## src/rtl/fetch_unit_if.sv

```systemverilog
// Fetch unit bus: redirect input, instruction-memory request/response and the
// downstream instruction handshake, grouped so benches and checkers bind in one place.
interface fetch_unit_if #(
  parameter int PC_WIDTH    = 10,
  parameter int INSTR_WIDTH = 16
);
  logic                   redirect_valid_i;
  logic [PC_WIDTH-1:0]    redirect_pc_i;
  logic                   imem_req_o;
  logic [PC_WIDTH-1:0]    imem_addr_o;
  logic                   imem_ready_i;
  logic                   imem_rvalid_i;
  logic [INSTR_WIDTH-1:0] imem_rdata_i;
  logic                   instr_valid_o;
  logic [INSTR_WIDTH-1:0] instr_o;
  logic [PC_WIDTH-1:0]    instr_pc_o;
  logic                   instr_ready_i;

  // master: the fetch unit itself; slave: memory plus downstream consumer
  modport master (
    input  redirect_valid_i, redirect_pc_i,
    input  imem_ready_i, imem_rvalid_i, imem_rdata_i,
    input  instr_ready_i,
    output imem_req_o, imem_addr_o,
    output instr_valid_o, instr_o, instr_pc_o
  );

  modport slave (
    output redirect_valid_i, redirect_pc_i,
    output imem_ready_i, imem_rvalid_i, imem_rdata_i,
    output instr_ready_i,
    input  imem_req_o, imem_addr_o,
    input  instr_valid_o, instr_o, instr_pc_o
  );
endinterface

```

## src/rtl/fetch_unit.sv

```systemverilog
// Single-outstanding instruction fetch: REQ issues pc, WAIT collects data,
// HOLD presents it downstream; redirects squash any in-flight response.
module fetch_unit #(
  parameter int                  PC_WIDTH    = 10,
  parameter int                  INSTR_WIDTH = 16,
  parameter logic [PC_WIDTH-1:0] RESET_PC    = '0
) (
  input  logic         clk,
  input  logic         reset_n,
  fetch_unit_if.master bus,
  output logic [1:0]   state_dbg_o
);

  typedef enum logic [1:0] {
    ST_REQ  = 2'd0,
    ST_WAIT = 2'd1,
    ST_HOLD = 2'd2
  } state_t;

  state_t                 state_q, state_d;
  logic [PC_WIDTH-1:0]    pc_q, pc_d;
  logic                   squash_q, squash_d;
  logic                   started_q, started_d;
  logic                   instr_valid_q, instr_valid_d;
  logic [INSTR_WIDTH-1:0] instr_q, instr_d;
  logic [PC_WIDTH-1:0]    instr_pc_q, instr_pc_d;
  logic                   imem_req;

  // Handshakes: a request transfers on a cycle with imem_req_o && imem_ready_i;
  // an instruction transfers on a cycle with instr_valid_o && instr_ready_i.
  // started_q keeps the request low until the first edge after reset release.
  assign imem_req = (state_q == ST_REQ) && started_q;

  always_ff @(posedge clk or negedge reset_n) begin
    if (!reset_n) begin
      state_q       <= ST_REQ;
      pc_q          <= RESET_PC;
      squash_q      <= 1'b0;
      started_q     <= 1'b0;
      instr_valid_q <= 1'b0;
      instr_q       <= '0;
      instr_pc_q    <= '0;
    end else begin
      state_q       <= state_d;
      pc_q          <= pc_d;
      squash_q      <= squash_d;
      started_q     <= started_d;
      instr_valid_q <= instr_valid_d;
      instr_q       <= instr_d;
      instr_pc_q    <= instr_pc_d;
    end
  end

  always_comb begin
    state_d       = state_q;
    pc_d          = pc_q;
    squash_d      = squash_q;
    started_d     = 1'b1;
    instr_valid_d = instr_valid_q;
    instr_d       = instr_q;
    instr_pc_d    = instr_pc_q;

    if (bus.redirect_valid_i) begin
      instr_valid_d = 1'b0;
    end

    case (state_q)
      ST_REQ: begin
        if (bus.redirect_valid_i) begin
          pc_d = bus.redirect_pc_i;
          // A request accepted alongside the redirect still returns data; drop it.
          if (imem_req && bus.imem_ready_i) begin
            squash_d = 1'b1;
            state_d  = ST_WAIT;
          end
        end else if (imem_req && bus.imem_ready_i) begin
          state_d = ST_WAIT;
        end
      end

      ST_WAIT: begin
        if (bus.redirect_valid_i) begin
          pc_d = bus.redirect_pc_i;
          if (bus.imem_rvalid_i) begin
            squash_d = 1'b0;
            state_d  = ST_REQ;
          end else begin
            squash_d = 1'b1;
          end
        end else if (bus.imem_rvalid_i) begin
          if (squash_q) begin
            squash_d = 1'b0;
            state_d  = ST_REQ;
          end else begin
            instr_valid_d = 1'b1;
            instr_d       = bus.imem_rdata_i;
            instr_pc_d    = pc_q;
            pc_d          = pc_q + PC_WIDTH'(1);
            state_d       = ST_HOLD;
          end
        end
      end

      ST_HOLD: begin
        if (bus.redirect_valid_i) begin
          pc_d    = bus.redirect_pc_i;
          state_d = ST_REQ;
        end else if (bus.instr_ready_i) begin
          instr_valid_d = 1'b0;
          state_d       = ST_REQ;
        end
      end

      default: begin
        state_d = ST_REQ;
      end
    endcase
  end

  assign bus.imem_req_o    = imem_req;
  assign bus.imem_addr_o   = pc_q;
  assign bus.instr_valid_o = instr_valid_q;
  assign bus.instr_o       = instr_q;
  assign bus.instr_pc_o    = instr_pc_q;
  assign state_dbg_o       = state_q;

endmodule

```

## src/flat_wrapper.sv

```systemverilog
// flat-port wrapper written by rule: the top's interface ports become plain ports
module fetch_unit_flat 
#(
  parameter int                  PC_WIDTH    = 10,
  parameter int                  INSTR_WIDTH = 16,
  parameter logic [PC_WIDTH-1:0] RESET_PC    = '0
)
  (clk, reset_n, state_dbg_o, bus_redirect_valid_i, bus_redirect_pc_i, bus_imem_ready_i, bus_imem_rvalid_i, bus_imem_rdata_i, bus_instr_ready_i, bus_imem_req_o, bus_imem_addr_o, bus_instr_valid_o, bus_instr_o, bus_instr_pc_o);
  fetch_unit_if #(.PC_WIDTH(PC_WIDTH), .INSTR_WIDTH(INSTR_WIDTH)) bus_i ();
  input  logic clk;
  input  logic reset_n;
  output logic [1:0] state_dbg_o;
  input wire logic [$bits(bus_i.redirect_valid_i)-1:0] bus_redirect_valid_i;
  input wire logic [$bits(bus_i.redirect_pc_i)-1:0] bus_redirect_pc_i;
  input wire logic [$bits(bus_i.imem_ready_i)-1:0] bus_imem_ready_i;
  input wire logic [$bits(bus_i.imem_rvalid_i)-1:0] bus_imem_rvalid_i;
  input wire logic [$bits(bus_i.imem_rdata_i)-1:0] bus_imem_rdata_i;
  input wire logic [$bits(bus_i.instr_ready_i)-1:0] bus_instr_ready_i;
  output wire logic [$bits(bus_i.imem_req_o)-1:0] bus_imem_req_o;
  output wire logic [$bits(bus_i.imem_addr_o)-1:0] bus_imem_addr_o;
  output wire logic [$bits(bus_i.instr_valid_o)-1:0] bus_instr_valid_o;
  output wire logic [$bits(bus_i.instr_o)-1:0] bus_instr_o;
  output wire logic [$bits(bus_i.instr_pc_o)-1:0] bus_instr_pc_o;
  assign bus_i.redirect_valid_i = bus_redirect_valid_i;
  assign bus_i.redirect_pc_i = bus_redirect_pc_i;
  assign bus_i.imem_ready_i = bus_imem_ready_i;
  assign bus_i.imem_rvalid_i = bus_imem_rvalid_i;
  assign bus_i.imem_rdata_i = bus_imem_rdata_i;
  assign bus_i.instr_ready_i = bus_instr_ready_i;
  assign bus_imem_req_o = bus_i.imem_req_o;
  assign bus_imem_addr_o = bus_i.imem_addr_o;
  assign bus_instr_valid_o = bus_i.instr_valid_o;
  assign bus_instr_o = bus_i.instr_o;
  assign bus_instr_pc_o = bus_i.instr_pc_o;
  fetch_unit #(.PC_WIDTH(PC_WIDTH), .INSTR_WIDTH(INSTR_WIDTH), .RESET_PC(RESET_PC)) u_core (.clk(clk), .reset_n(reset_n), .bus(bus_i), .state_dbg_o(state_dbg_o));
endmodule
```

## config.mk

```make
export PLATFORM = sky130hd
export DESIGN_NAME = fetch_unit_flat
export DESIGN_NICKNAME = d
export VERILOG_FILES = /design/src/rtl/fetch_unit_if.sv /design/src/rtl/fetch_unit.sv /design/src/flat_wrapper.sv
export SDC_FILE = /design/constraint.sdc
export NUM_CORES = 1
export LEC_CHECK = 0
export CAP_MARGIN = 20
export CORE_MARGIN = 2
export CORE_UTILIZATION = 40
export DETAILED_ROUTE_END_ITERATION = 10
export GPL_ROUTABILITY_DRIVEN = 1
export GPL_TIMING_DRIVEN = 0
export HOLD_SLACK_MARGIN = 0.08
export PLACE_DENSITY_LB_ADDON = 0.3
export SETUP_SLACK_MARGIN = 0.5
export SYNTH_ARGS = -nofsm -noshare
export SYNTH_HDL_FRONTEND = slang
export SYNTH_SLANG_ARGS = --single-unit
```

## constraint.sdc

```tcl
create_clock -name clk -period 1.55 [get_ports clk]
set_input_delay 0.31 -clock clk [delete_from_list [all_inputs] [get_ports clk]]
set_output_delay 0.31 -clock clk [all_outputs]
set_load 0.02 [all_outputs]
```

==> results of run 1 <==
[final timing paths]
kind,startpoint,to,slack [ns],cells past startpoint
setup / recovery,u_core.state_dbg_o[0]$_DFFE_PN0P_,u_core.bus.instr_pc_o[9]$_DFFE_PN0P_,-0.10,7
hold / removal,reset_n,u_core.bus.imem_addr_o[3]$_DFFE_PN0P_,-0.03,1
setup reg to reg,u_core.state_dbg_o[0]$_DFFE_PN0P_,u_core.bus.instr_pc_o[9]$_DFFE_PN0P_,-0.10,7
hold reg to reg,u_core.bus.instr_o[13]$_DFFE_PN0P_,u_core.bus.instr_o[13]$_DFFE_PN0P_,0.54,1
max in group asynchronous,reset_n,u_core.state_dbg_o[0]$_DFFE_PN0P_,1.07,2
min in group clk,bus_redirect_valid_i,u_core.state_dbg_o[1]$_DFFE_PN0P_,0.38,3
[metrics by stage]
| step | worst slack (ns) | setup TNS [ns] | utilization | instances | power, W |
|---|---|---|---|---|---|
| global route | -0.187 | -4.43 | 0.755 | 340 | 0.00837 |
| floorplan | -0.183 | -4.33 | - | 159 | 0.00389 |
| global placement | -1.07 | -53.19 | 0.585 | 283 | 0.00526 |
| CTS | -0.0709 | -0.739 | 0.693 | 322 | 0.00713 |
| finish | -0.104 | -1.77 | 0.755 | 340 | 0.00790 |
| detailed placement | -0.542 | -15.27 | 0.590 | 284 | 0.00533 |
[power breakdown]
| group | switching (W) | internal [W] | leakage (nW) |
|---|---|---|---|
| Sequential | 0.000455 | 0.00160 | 0.486 |
| Clock | 0.000382 | 0.000468 | 0.0540 |
| Combinational | 0.00215 | 0.00284 | 1.07 |
[flip-flops by register name, indices dropped and copies added, names as in the netlist]
name                      cells
u_core.bus.imem_addr_o       10
u_core.bus.instr_o           16
u_core.bus.instr_pc_o        10
u_core.bus.instr_valid_o      1
u_core.squash_q               1
u_core.started_q              1
u_core.state_dbg_o            2
[cell families (layout without fill, tap and decap cells)]
logic type,Yosys count,in the layout,share of synthesized area
fa+ha+maj,4,4,0.0259
flops,41,41,0.532
mux,28,28,0.162
buf+inv,12,139,0.0409
compound gates,38,38,0.130
other cells,1,1,0.00194
simple gates,35,35,0.108
[layout by cell type (no fill, tap or decap), types with 4 or more instances in the layout]
| cell type | n |
|---|---|
| nand2_2 | 4 |
| nand3_1 | 4 |
| a21oi_1 | 7 |
| buf_6 | 54 |
| dfrtp_2 | 10 |
| a21oi_2 | 4 |
| clkbuf_8 | 5 |
| buf_4 | 38 |
| mux2_4 | 22 |
| o21ai_0 | 4 |
| clkdlybuf4s50_1 | 29 |
| dfrtp_1 | 31 |
| o21ai_1 | 5 |
| mux2_2 | 4 |
| nor2_1 | 5 |
[what timing repair did]
action | 4_1_cts | 5_1_grt
cloned | 4 | 0
pin swaps | 8 | 7
hold endpoints to repair | 20 | 20
setup buffers | 27 | 18
gates resized for setup | 276 | 46
setup endpoints to repair | 80 | 80
[cell type report]
cell class	instances	area, um^2	share of cell area
Clock inverter	2	35.0	0.00988
Inverter	5	21.3	0.00600
Clock buffer	5	68.8	0.0194
Timing Repair Buffer	120	1180	0.334
Buffer	7	75.1	0.0212
Multi-Input combinational cell	106	1050	0.298
Tap cell	54	67.6	0.0191
Sequential cell	41	1040	0.293
[per-layer routing]
metal,GRT usage,vias to the layer above
met5,0,-
met4,0.0586,0
met3,0.0700,17
met2,0.360,63
met1,0.264,903
li1,-,836
==> results.md, run 1 <==
* Bufs and invs on worst path at 3
* DP HPWL at 3.31 mm
* Synth Instances at 159
* Async S/R FF share, synth at 1.00
* Data arrival, critical path at 1.84 ns
* Relative slew slack at 0.649
* Die Ht at 73.5 um
* Final WL at 5.88 mm
* Netlist Area Pre-Place at 0.00193 mm^2
* Syn-to-layout area delta at 83.7%
* Antenna violations before repair at 0
* Buffers on Ports at 70
* Number of vias per cell at 5.35
* Worst min path class: input pin to async pin
* WS Path Type: flip-flop to flip-flop
* Tcrit/Tclk final at 1.07
* Max IR drop VDD at 0.00110 V
* Die ar. at 0.00539 mm^2
* CP endpoint kind: flip-flop
* CTS max path bufs at 2
* First-pass GRT wire length at 8.80 mm
* CTS Root Buffer Type: clkbuf_8
* Final GP Congestion at 0.749
* Post-synthesis sequential area ratio at 0.532
* Routed wire length on met3 at 381 um
* Largest net degree at the start of global routing at 22
* Synth area leaders: dfrtp_1, mux2_2, a21oi_1
* Final Hold Fails at 20
* Number of synthesized register bits at 41
* Synth Warn # at 0
* Layout Skew at 0.00881 ns
* Share of the synthesized area in the top cell type at 0.532
* Critical Path Fanout Max at 5
* Row cnt at 25
* Ordered list of cells on the worst path: buf_6 -> ha_4 -> nand2_4 -> nor3_4 -> buf_6 -> buf_8 -> mux2_4
* Placeable Area at 0.00469 mm^2
* Max Slew Vio Count at 0
* ANT cells at 0
* Most common library cells after synthesis: dfrtp_1, mux2_2, a21oi_1, nand2_1, o21ai_0
* Max H-tree Level at 2
* Max-cap viol count at 0
* WL/cell at 17.3 um
* Worst slew pin tran at 0.526 ns
* Global route overflow at 0
* CP peak stage delay at 0.41 ns
* Vias in the first global route at 1814
* Synth area leader: dfrtp_1
* DR WL met2 at 2.93 mm
* Max Clock Freq at 0.604 GHz
* Die Width at 73.5 um
* # fillers at 309
* Routed Antenna Nets at 0
* RSZ-0062 raised after global routing: true
* Worst EP required at 1.74 ns
* CP startpoint kind: flip-flop
* Most numerous cell on the critical path: buf_6
* Tot GR Track Use at 0.214
* Syn_nets at 195
* Setup ws final at -0.104 ns
* CTS tree: done
* IO Count at 72
* Layout cells sized above 1 at 0.605
* Number of DRC markers in iteration 0 at 83
* Synth Flop Type: dfrtp_1
* Pleak at 1.61 nW
* DRC viols at 0
* Clock slew at reported path FFs at 0.08 ns
* DR top layer: met4
* Failing checks: negative hold slack, negative setup slack
* Synth Area per Inst at 12.1 um^2
* Final instance area at 0.00354 mm^2
* Number of nets in the layout at 322
* PD cells at 2230 mW/mm^2
* CTS Buf Count at 5
* Hold WS at -0.0268 ns
* Starting Density at 0.411
* Most instantiated library cell after synthesis: dfrtp_1
* Final setup fails at 30
* Clk_lat worst skew at 0.30 ns
* Status: finished, violations left
* Total number of vias at 1819
* DR pass1 iterations at 4
* EDFF count, synth at 0
* TritonCTS Sinks at 41
* Unique masters post-synth at 38
* Min cycle time layout at 1.65 ns
* CP max-delay cell: dfrtp_2
* Post-DP Area at 0.00277 mm^2
* Crit path max-delay family: buffers and inverters
* Met1 WL at 2.42 mm
No activity file was read; power rests on OpenSTA's default activity.
==> inputs of run 2 (changes only) <==
Settings changed: REMOVE_ABC_BUFFERS from default to 1.
==> results.md, run 2 (synthesized netlist as in run 1, its figures left out) <==
* Final instance area at 0.00358 mm^2 (+1.1%)
* Pleak at 1.61 nW (about the same)
* PD cells at 2170 mW/mm^2 (-2.7%)
* Number of DRC markers in iteration 0 at 93 (+12%)
* Worst min path class: input pin to async pin
* # fillers at 294 (-4.9%)
* Most common cell after layout, fill and taps aside: buf_6
* Critical Path Fanout Max at 7 (+2)
* Row cnt at 25 (unchanged)
* Placeable Area at 0.00469 mm^2 (unchanged)
* Max FFs per register at 16 (unchanged)
* R2r worst-path depth at 7 (unchanged)
* Clock slew at reported path FFs at 0.08 ns (about the same)
* Final Hold Fails at 0 (-100%)
* Max Slew Vio Count at 0 (unchanged)
* Max-cap viol count at 0 (unchanged)
* Die Width at 73.5 um (unchanged)
* Starting Density at 0.411 (unchanged)
* ANT cells at 0 (unchanged)
* Status: finished, violations left
* Clk_lat worst skew at 0.30 ns (about the same)
* Bufs and invs on worst path at 2 (-1)
* Finished Core Util at 0.764 (+0.00853)
* CTS max path bufs at 2 (unchanged)
* WS Path Type: flip-flop to flip-flop
* Tot GR Track Use at 0.218 (+0.00333)
* Max IR drop VDD at 0.000987 V (-11%)
* CTS Root Buffer Type: clkbuf_8
* Final setup fails at 29 (-3.3%)
* WL/cell at 17.5 um (+1.1%)
* CP peak stage delay at 0.45 ns (+0.04 ns)
* Largest net degree at the start of global routing at 32 (+45%)
* Relative slew slack at 0.570 (-0.0790)
* Layout Skew at 0.00523 ns (-0.00359 ns)
* Worst slew pin tran at 0.644 ns (+0.118 ns)
* Antenna violations before repair at 0 (unchanged)
* RSZ-0062 raised after global routing: true
* DRC viols at 0 (unchanged)
* Vias in the first global route at 1849 (+1.9%)
* Max Clock Freq at 0.605 GHz (about the same)
* DR pass1 iterations at 4 (unchanged)
* Buffers on Ports at 71 (+1.4%)
* Global route overflow at 0 (unchanged)
* Setup ws final at -0.103 ns (+0.00131 ns)
* Failing checks: negative setup slack
* Routed Antenna Nets at 0 (unchanged)
* Hold WS at 0.419 ns (+0.446 ns)
* CP max-delay cell: or3_4
* CTS Buf Count at 5 (unchanged)
* Tcrit/Tclk final at 1.07 (about the same)
* Most frequent cells in the layout: buf_6, dfrtp_1, buf_4
* First-pass GRT wire length at 8.88 mm (+0.94%)
* CTS tree: done
* Ordered list of cells on the worst path: inv_2 -> buf_12 -> ha_4 -> or3_4 -> nor2_1 -> a32oi_1 -> o21ai_1
* Die Ht at 73.5 um (unchanged)
* Die ar. at 0.00539 mm^2 (unchanged)
* Syn-to-layout area delta at 85.8%
* Layout cells sized above 1 at 0.593 (-0.0119)
* Worst EP required at 1.79 ns (+0.05 ns)
* Total number of vias at 1781 (-2.1%)
* Final GP Congestion at 0.877 (+17%)
* Crit path max-delay family: simple AND/OR/NAND/NOR gates
* Number of vias per cell at 5.25 (-1.8%)
* Data arrival, critical path at 1.89 ns (+0.05 ns)
* IO Count at 72 (unchanged)
* CP startpoint kind: flip-flop
* Min cycle time layout at 1.65 ns (-0.00131 ns)
* TritonCTS Sinks at 41 (unchanged)
* Stages on the worst setup path at 7 (unchanged)
* Final WL at 5.93 mm (+0.83%)
* Post-DP Area at 0.00269 mm^2 (-2.8%)
* DP HPWL at 3.00 mm (-9.1%)
* Max H-tree Level at 2 (unchanged)
* Multi-input logic area at 0.00107 mm^2 (+1.9%)
* CP endpoint kind: flip-flop
* Number of nets in the layout at 320 (-0.62%)
* Reg area at 0.00103 mm^2 (-0.60%)
[run 2: layout make-up]
| cell class | count | share of cell area |
|---|---|---|
| flip-flops and latches | 41 | 0.288 |
| multi-input cells | 107 | 0.300 |
| well taps | 54 | 0.0188 |
| clock inverters | 3 | 0.00489 |
| inverters | 5 | 0.00524 |
| repair buffers | 124 | 0.364 |
| clock buffers | 5 | 0.0192 |
[run 2: final timing paths]
path	endpoint	start	slack, ns
max in group asynchronous	u_core.bus.imem_addr_o[0]$_DFFE_PN0P_	reset_n	0.65
min in group clk	u_core.bus.instr_o[2]$_DFFE_PN0P_	u_core.bus.instr_o[2]$_DFFE_PN0P_	0.54
setup reg to reg	u_core.bus.imem_addr_o[6]$_DFFE_PN0P_	u_core.state_dbg_o[1]$_DFFE_PN0P_	-0.10
hold reg to reg	u_core.bus.instr_o[2]$_DFFE_PN0P_	u_core.bus.instr_o[2]$_DFFE_PN0P_	0.54
hold / removal	u_core.bus.instr_pc_o[8]$_DFFE_PN0P_	reset_n	0.42
setup / recovery	u_core.bus.imem_addr_o[6]$_DFFE_PN0P_	u_core.state_dbg_o[1]$_DFFE_PN0P_	-0.10
[run 2: report_power, final]
group | leakage [nW] | internal, W | switching (W)
logic | 1.07 | 0.00287 | 0.00217
registers | 0.491 | 0.00159 | 0.000438
clock network | 0.0439 | 0.000311 | 0.000397
[run 2: timing repair]
item                                    in CTS  in global routing
pin swaps                                   17                 12
endpoints found under the hold margin       10                  0
buffers inserted                            38                  9
gates cloned                                 3                  1
gates resized for setup                    303                 21
hold buffers                                 1                  0
endpoints found under the setup margin      80                 80
[run 2: per-stage QoR]
stage          instances  worst slack, ns  power, W  TNS (ns)
2_1_floorplan        152           -0.529   0.00371    -16.38
3_3_place_gp         277            -1.06   0.00504    -74.92
3_5_place_dp         279           -0.804   0.00512    -23.82
4_1_cts              329           -0.129   0.00730     -2.54
5_1_grt              339           -0.165   0.00819     -4.15
6_report             339           -0.103   0.00778     -1.78
[run 2: per-layer routing]
layer  routed length [um]  vias to the layer above  GRT usage  part of all wire
met4                  143                        0      0.101             0.024
met2                 3030                       60      0.349              0.51
met1                 2440                      871      0.277              0.41
met3                  317                       15     0.0521             0.053
met5                    0                        -          0                 0
li1                     -                      835          -                 -
